--- config.mk ---
export PLATFORM = sky130hd
export DESIGN_NAME = icache
export DESIGN_NICKNAME = d
export VERILOG_FILES = /design/src/rtl/icache.sv
export SDC_FILE = /design/constraint.sdc
export NUM_CORES = 2
export LEC_CHECK = 0
export CORE_MARGIN = 1
export CORE_UTILIZATION = 45
export CTS_CLUSTER_DIAMETER = 200
export DETAILED_ROUTE_END_ITERATION = 8
export PLACE_DENSITY_LB_ADDON = 0.15
export SYNTH_ARGS = -nofsm -noshare
export SYNTH_HDL_FRONTEND = slang
export SYNTH_SLANG_ARGS = --single-unit
--- constraint.sdc ---
create_clock -name clk -period 4.6 [get_ports clk]
set_clock_uncertainty 0.2 [all_clocks]
set_input_delay 0.46 -clock clk [delete_from_list [all_inputs] [get_ports clk]]
set_output_delay 0.46 -clock clk [all_outputs]
set_load 0.1 [all_outputs]
--- src/rtl/icache.sv ---
// icache: direct-mapped, read-only instruction cache with combinational hit path
// and a word-at-a-time line refill from backing memory over a valid handshake.
module icache #(
    parameter int LINES = 16,
    parameter int WORDS = 4
) (
    input  logic        clk,
    input  logic        rst,
    input  logic        req,
    input  logic [31:0] addr,
    input  logic        flush,
    output logic [31:0] instr,
    output logic        icache_stall,
    output logic        mem_rd,
    output logic [31:0] mem_addr,
    input  logic [31:0] mem_data,
    input  logic        mem_valid
);

    localparam int OB = $clog2(WORDS);
    localparam int IB = $clog2(LINES);
    localparam int TW = 30 - OB - IB;

    typedef enum logic {IDLE, FILL} state_t;

    state_t          state_reg, state_next;
    logic [OB-1:0]   cnt_reg, cnt_next;
    logic [31:0]     base_reg, base_next;
    logic [LINES-1:0] valid_reg;
    logic [TW-1:0]   tag_mem  [LINES];
    logic [31:0]     data_mem [LINES][WORDS];

    logic [OB-1:0]   a_off;
    logic [IB-1:0]   a_idx;
    logic [TW-1:0]   a_tag;
    logic [IB-1:0]   b_idx;
    logic [TW-1:0]   b_tag;
    logic            hit;
    logic            in_fill;
    logic            fill_last;

    assign a_off     = addr[2+OB-1:2];
    assign a_idx     = addr[2+OB+IB-1:2+OB];
    assign a_tag     = addr[31:2+OB+IB];
    assign b_idx     = base_reg[2+OB+IB-1:2+OB];
    assign b_tag     = base_reg[31:2+OB+IB];
    assign hit       = valid_reg[a_idx] && (tag_mem[a_idx] == a_tag);
    assign in_fill   = (state_reg == FILL);
    assign fill_last = in_fill && mem_valid && (cnt_reg == OB'(WORDS - 1));

    // Memory request is a pure decode of registered state so it is stable from the edge.
    assign mem_rd       = in_fill;
    assign mem_addr     = in_fill ? {base_reg[31:2+OB], cnt_reg, 2'b00} : 32'd0;
    assign icache_stall = in_fill || (req && !hit);
    assign instr        = (req && hit) ? data_mem[a_idx][a_off] : 32'd0;

    // State, refill counter and captured line base.
    always_ff @(posedge clk or negedge rst) begin
        if (!rst) begin
            state_reg <= IDLE;
            cnt_reg   <= '0;
            base_reg  <= '0;
        end else begin
            state_reg <= state_next;
            cnt_reg   <= cnt_next;
            base_reg  <= base_next;
        end
    end

    // Next-state: start a fill on a lookup miss, step through the line, abort on flush.
    always_comb begin
        state_next = state_reg;
        cnt_next   = cnt_reg;
        base_next  = base_reg;
        case (state_reg)
            IDLE: begin
                if (req && !hit && !flush) begin
                    base_next  = {addr[31:2+OB], {(2+OB){1'b0}}};
                    cnt_next   = '0;
                    state_next = FILL;
                end
            end
            FILL: begin
                if (flush) begin
                    cnt_next   = '0;
                    state_next = IDLE;
                end else if (mem_valid) begin
                    cnt_next = cnt_reg + 1'b1;
                    if (fill_last) begin
                        state_next = IDLE;
                    end
                end
            end
            default: state_next = IDLE;
        endcase
    end

    // Per-line valid bit: the line being refilled stays invalid until its last word lands.
    generate
        for (genvar gi = 0; gi < LINES; gi++) begin : g_valid
            always_ff @(posedge clk or negedge rst) begin
                if (!rst) begin
                    valid_reg[gi] <= 1'b0;
                end else if (flush) begin
                    valid_reg[gi] <= 1'b0;
                end else if (in_fill && (b_idx == IB'(gi))) begin
                    valid_reg[gi] <= fill_last;
                end
            end
        end
    endgenerate

    // Data and tag storage; no reset needed since valid bits gate every hit.
    always_ff @(posedge clk) begin
        if (in_fill && mem_valid && !flush) begin
            data_mem[b_idx][cnt_reg] <= mem_data;
        end
        if (fill_last && !flush) begin
            tag_mem[b_idx] <= b_tag;
        end
    end

endmodule

### After elaboration in Yosys (flattened, before gate mapping)

Memory sizes are Yosys's and may differ from the RTL's.
Cells that the tools add are included.

* flip-flop bits (word level): 47
* memory bits (writable): 2432
* input port bits: 69
* output and inout bits: 66
* memories: 2

Memories
* data_mem: depth 16, bits a word 128, read ports 1, clocked after memory_dff 0, wr ports 1, RTL line 31 `logic [31:0] data_mem [LINES][WORDS];`
* tag_mem: depth 16, bits a word 24, read ports 1, clocked after memory_dff 0, wr ports 1, RTL line 30 `logic [TW-1:0] tag_mem [LINES];`

* add/sub/neg operators: 1
* order comparisons: 4
* equality and inequality tests: 19
* multiplexer cells: 54
* bitwise logic cells: 3
* reductions and logical operators: 47

Operators by type and width (count)
* 32-bit two-way mux: 5
* 128-bit two-way mux: 1
* 32-bit binary-select mux with 2-bit select: 1
* 32-bit demux with 2-bit select: 1
* 1-bit two-way mux: 40
* 4-bit equality test (second input constant): 8
* 2-bit nonzero test: 16
* 1-bit logical AND: 25
* 24-bit equality test: 1
* 4-bit by 3-bit equality test with 1-bit output (second input constant): 4
* 4-bit by 2-bit equality test with 1-bit output (second input constant): 2
* 3-bit >= comparator (second input constant): 2
* 2-bit two-way mux: 3
* 2-bit inverter with 3-bit output: 2
* 4-bit by 5-bit less-than comparator with 1-bit output (second input constant): 1
* 1-bit binary-select mux with 4-bit select: 1
* 4-bit by 1-bit equality test with 1-bit output (second input constant): 1
* 4-bit logical NOT: 1
* 2-bit case mux with 2 select lines: 1
* 2-bit AND reduction: 2
* 3-bit by 1-bit less-than comparator with 1-bit output (second input constant): 1
* 3-bit inequality test (second input constant): 1
* 2-bit by 1-bit adder with 2-bit output (second input constant): 1
* 2-bit equality test (second input constant): 1
* 5 further kinds: 6

### Longest topological paths before layout

* depth after elaboration: 8
* mapped depth: 14
* depth with buffers taken out: 8

### Worst setup path before layout

OpenSTA, ideal clock, no wires.

* kind: input -> output
* from: input port addr[6]
* to: output port instr[10]
* arrival: 4.403 ns
* required time: 3.940 ns
* slack: -0.463 ns
* stages: 12
* path buffers: 4
* cells stage by stage: buf_2 buf_4 buf_2 mux4_2 mux2_2 xor2_1 a221o_1 or4_1 nor4b_2 nand4_1 buf_2 nor2b_1

* word-level cells in the longest chain between the ends: 5

RTL lines
* start, declared: RTL line 10 `input logic [31:0] addr,`
* memory 16 x 24 bit, or another cell as far along
* 24-bit equality test, or another cell as far along: RTL line 47 `assign hit = valid_reg[a_idx] && (tag_mem[a_idx] == a_tag);`
* 1-bit logical AND / 32-bit two-way mux (equally long branches): RTL line 47, 55
* 1-bit logical AND / 32-bit two-way mux (equally long branches): RTL line 55 `assign instr = (req && hit) ? data_mem[a_idx][a_off] : 32'd0;`
* 32-bit two-way mux *: RTL line 55
* end, declared: RTL line 12 `output logic [31:0] instr,`

Mark *: on every way between the ends. The rest lies on a longest branch, timed or not. The select of a mux whose other input is x is not followed.

### Worst setup path after layout

* from: memory tag_mem[15][13] (netlist name)
* to: output port instr[12]

* word-level cells in the longest chain between the ends: 5

RTL lines (RTL line)
* start, declared: 30
* memory 16 x 24 bit
* 24-bit equality test: 47
* 1-bit logical AND: 47
* 1-bit logical AND: 55
* 32-bit two-way mux: 55

Every way passes these cells.

==> flow_summary.json <==
{
  "status": "complete, but fails checks",
  "violations": "setup timing",
  "synth_edf_count": 2432,
  "die_w_microns": 463,
  "ios": 135,
  "clk_pin_slew_ns": 0.06,
  "worstSetupPathType": "flip-flop to primary output",
  "grt_pass1_vias": 44900,
  "seq_area_frac_synth_pct": 77.5,
  "grt_max_degree": 90,
  "wl_microns": 250000,
  "crit_required_ns": 3.94,
  "worstMarginPinSlew_ns": 1.25,
  "netlist_instances": 3950,
  "area_growth_pct": 16.7,
  "hp-class": "input port to flip-flop",
  "slew_headroom_pct": 17.0,
  "io_buffers": 130,
  "synthesis.area_sq_um": 95800,
  "ys.flop_type": "edfxtp_1",
  "place_hpwl_microns": 141000,
  "final_cells": 7412,
  "cts_tree": "yes",
  "power_switching_uw": 10400,
  "dp.cells": 6911,
  "synth_fa_ha_area_share_pct": 0.0523,
  "wl_per_cell_microns": 33.7,
  "grt_pass1_wl_microns": 352000,
  "ys_ff_latch": 2479,
  "fmax_mhz": 208,
  "syn_area_per_cell_sq_um": 24.2,
  "drive_above_1_share_pct": 34.4,
  "synth_compound_area_share_pct": 0.774,
  "design_power_total_uw": 48600,
  "synth.yosys.warnings": 0,
  "drt_iter0_drc": 5096,
  "whs_path_depth": 2,
  "htree_levels": 5,
  "dieArea_sq_um": 215000,
  "fin_area_sq_um": 112000,
  "synth-simple-area-share_pct": 1.47,
  "rr_worst_depth": 10,
  "cp-start-kind": "flip-flop",
  "setup_viol_count_final": 32,
  "cts_root_buf": "clkbuf_16",
  "synthMuxAreaShare_pct": 18.9,
  "clockBufferDepth": 4,
  "largest_reg_flops": 2048,
  "combPwrFrac_pct": 5.5,
  "fin_crit_sh_pct": 105,
  "vias": 44500,
  "antenna_found_initial": 45,
  "cp.arrival_ns": 4.15,
  "track_usage_pct": 23.5,
  "dpl-instance-area_sq_um": 103000,
  "p_int_uw": 38200,
  "finalHoldViolations": 0,
  "maxCapViolCount": 0,
  "r2r_slack_ns": 1.16,
  "fin_util_pct": 53.1,
  "cts_buffers": 276,
  "vdd_drop_max_mv": 0.431,
  "drc": 0,
  "finalCriticalPeriod_ns": 4.81,
  "rows": 168,
  "nNetsFinal": 4466,
  "insertion_delay_ns": 0.91,
  "antenna_left": 0,
  "synth_xor_area_share_pct": 0.220,
  "slew_violations": 0,
  "pwr_density_cell_nw_per_um2": 435,
  "grt_setup_unrepaired": "yes",
  "async_reset_ff_share_pct": 1.90,
  "viasPerCell": 6.00,
  "p_leak_uw": 0.0349,
  "gp_congestion": 0.793,
  "initial_core_util_pct": 45.5,
  "core_area_sq_um": 210000,
  "fin_ws_ns": -0.209,
  "clockPowerShare_pct": 42.4,
  "sw_frac_of_total_pct": 21.4,
  "synth_top_family_by_area": "multiplexers",
  "seqPwrFrac_pct": 52.1,
  "cts.sinks": 2479,
  "fillers": 16000,
  "dr.pass1.iters": 5,
  "synth_cell_types": 67,
  "grt_overflow": 0,
  "cp_max_fo": 16,
  "end_kind": "primary output",
  "fp.dieH_microns": 463
}
-- cells in the mapped netlist (16+ instances only) --
| cell type | instances | area (sq um) |
|---|---|---|
| nand3_1 | 17 | 85.1 |
| and2_1 | 30 | 188 |
| mux2i_1 | 45 | 450 |
| mux2_2 | 37 | 417 |
| mux2_4 | 20 | 300 |
| edfxtp_1 | 2432 | 73000 |
| clkbuf_1 | 90 | 338 |
| mux4_2 | 738 | 16600 |
| buf_2 | 81 | 405 |
| o21ai_0 | 36 | 180 |
| nor2_1 | 93 | 349 |
| dfrtp_1 | 47 | 1180 |
| buf_1 | 16 | 60.1 |
| nor2b_1 | 61 | 382 |
| nand2_1 | 27 | 101 |
-- layer usage --
metal  share of wire (%)  GRT usage [%]
met5              0.0052              0
met4                 2.1           5.66
met3                 6.5           3.82
met2                  50           38.6
met1                  41           33.2
-- cell usage in the layout, fill, tap and decap left out, drive strengths merged, types with 11 or more instances in the layout --
cell type      synthesis  layout
edfxtp              2432    2432
mux4                 749     749
clkbuf                90     343
buf                  118     307
clkinv                 0     104
nor2                  93      93
nor2b                 61      61
mux2                  57      57
clkdlybuf4s50          0      56
dfrtp                 47      47
mux2i                 45      45
o21ai                 36      36
and2                  30      30
diode                  0      27
nand2                 27      27
nand3                 17      17
o22ai                 14      14
bufinv                 0      13
xor2                  12      12
xnor2                 12      12
nand2b                11      11
inv                    8      11
-- final timing paths --
| check | startpoint | to |
|---|---|---|
| max | tag_mem[15][13]$_DFFE_PP_ | instr[12] |
| min | mem_data[17] | data_mem[11][17]$_DFFE_PP_ |
| max reg2reg | tag_mem[11][9]$_DFFE_PP_ | base_reg[5]$_DFFE_PN0P_ |
| min reg2reg | valid_reg[5]$_DFFE_PN0P_ | valid_reg[5]$_DFFE_PN0P_ |
| max in group asynchronous | rst | base_reg[19]$_DFFE_PN0P_ |
| min in group asynchronous | rst | base_reg[29]$_DFFE_PN0P_ |
-- final cells by class --
| type | count | area [sq um] | share of cell area, % |
|---|---|---|---|
| Sequential cell | 2479 | 74200 | 66.4 |
| Clock inverter | 123 | 887 | 0.794 |
| Multi-Input combinational cell | 1256 | 21300 | 19.1 |
| Timing Repair Buffer | 372 | 4330 | 3.87 |
| Tap cell | 2805 | 3510 | 3.14 |
| Inverter | 8 | 30.0 | 0.0269 |
| Antenna cell | 27 | 67.6 | 0.0605 |
| Clock buffer | 342 | 7420 | 6.64 |
-- cell families after synthesis --
family	after synthesis
flip-flops	2479
buffers and inverters	216
AO/OA/AOI/OAI	106
adder cells (fa/ha/maj)	4
other	1
AND/OR/NAND/NOR	269
XOR/XNOR	24
multiplexers	851
-- critical path, stage by stage, from the launching register on --
cell      delay, ns
edfxtp_1       0.37
mux4_2         0.48
mux2_4         0.30
xor2_1         0.14
a221o_1        0.31
or4_4          0.44
nor4b_4        0.22
nand4_1        0.13
buf_6          0.19
buf_16         0.19
nor2b_1        0.14
buf_4          0.13
buf_12         0.16
-- power groups by stage --
| stage | Combinational [uW] | Clock (uW) | Sequential (uW) |
|---|---|---|---|
| floorplan | 1560 | 0 | 25700 |
| global placement | 2670 | 0 | 25800 |
| detailed placement | 2690 | 0 | 25800 |
| CTS | 2710 | 21000 | 25300 |
| global route | 2830 | 21800 | 25300 |
| finish | 2690 | 20600 | 25300 |
-- per-stage QoR --
step | setup TNS (ns) | hold slack (ns) | setup WS [ns]
floorplan | -14.46 | -0.0356 | -0.463
global placement | -0.440 | 0.147 | -0.0355
detailed placement | -0.888 | 0.147 | -0.0745
CTS | -6.59 | 0.00221 | -0.235
global route | -9.57 | 0.0468 | -0.374
finish | -4.68 | 0.0479 | -0.209
-- what timing repair did --
| action | CTS | global route |
|---|---|---|
| endpoints found under the hold margin | 113 | 0 |
| gates resized for setup | 25 | 36 |
| hold buffers | 8 | 0 |
| buffers inserted | 1 | 0 |
| cloned | 2 | 0 |
| endpoints found under the setup margin | 33 | 33 |
| pin swaps | 3 | 2 |
Power figures use the tool's default switching activity.
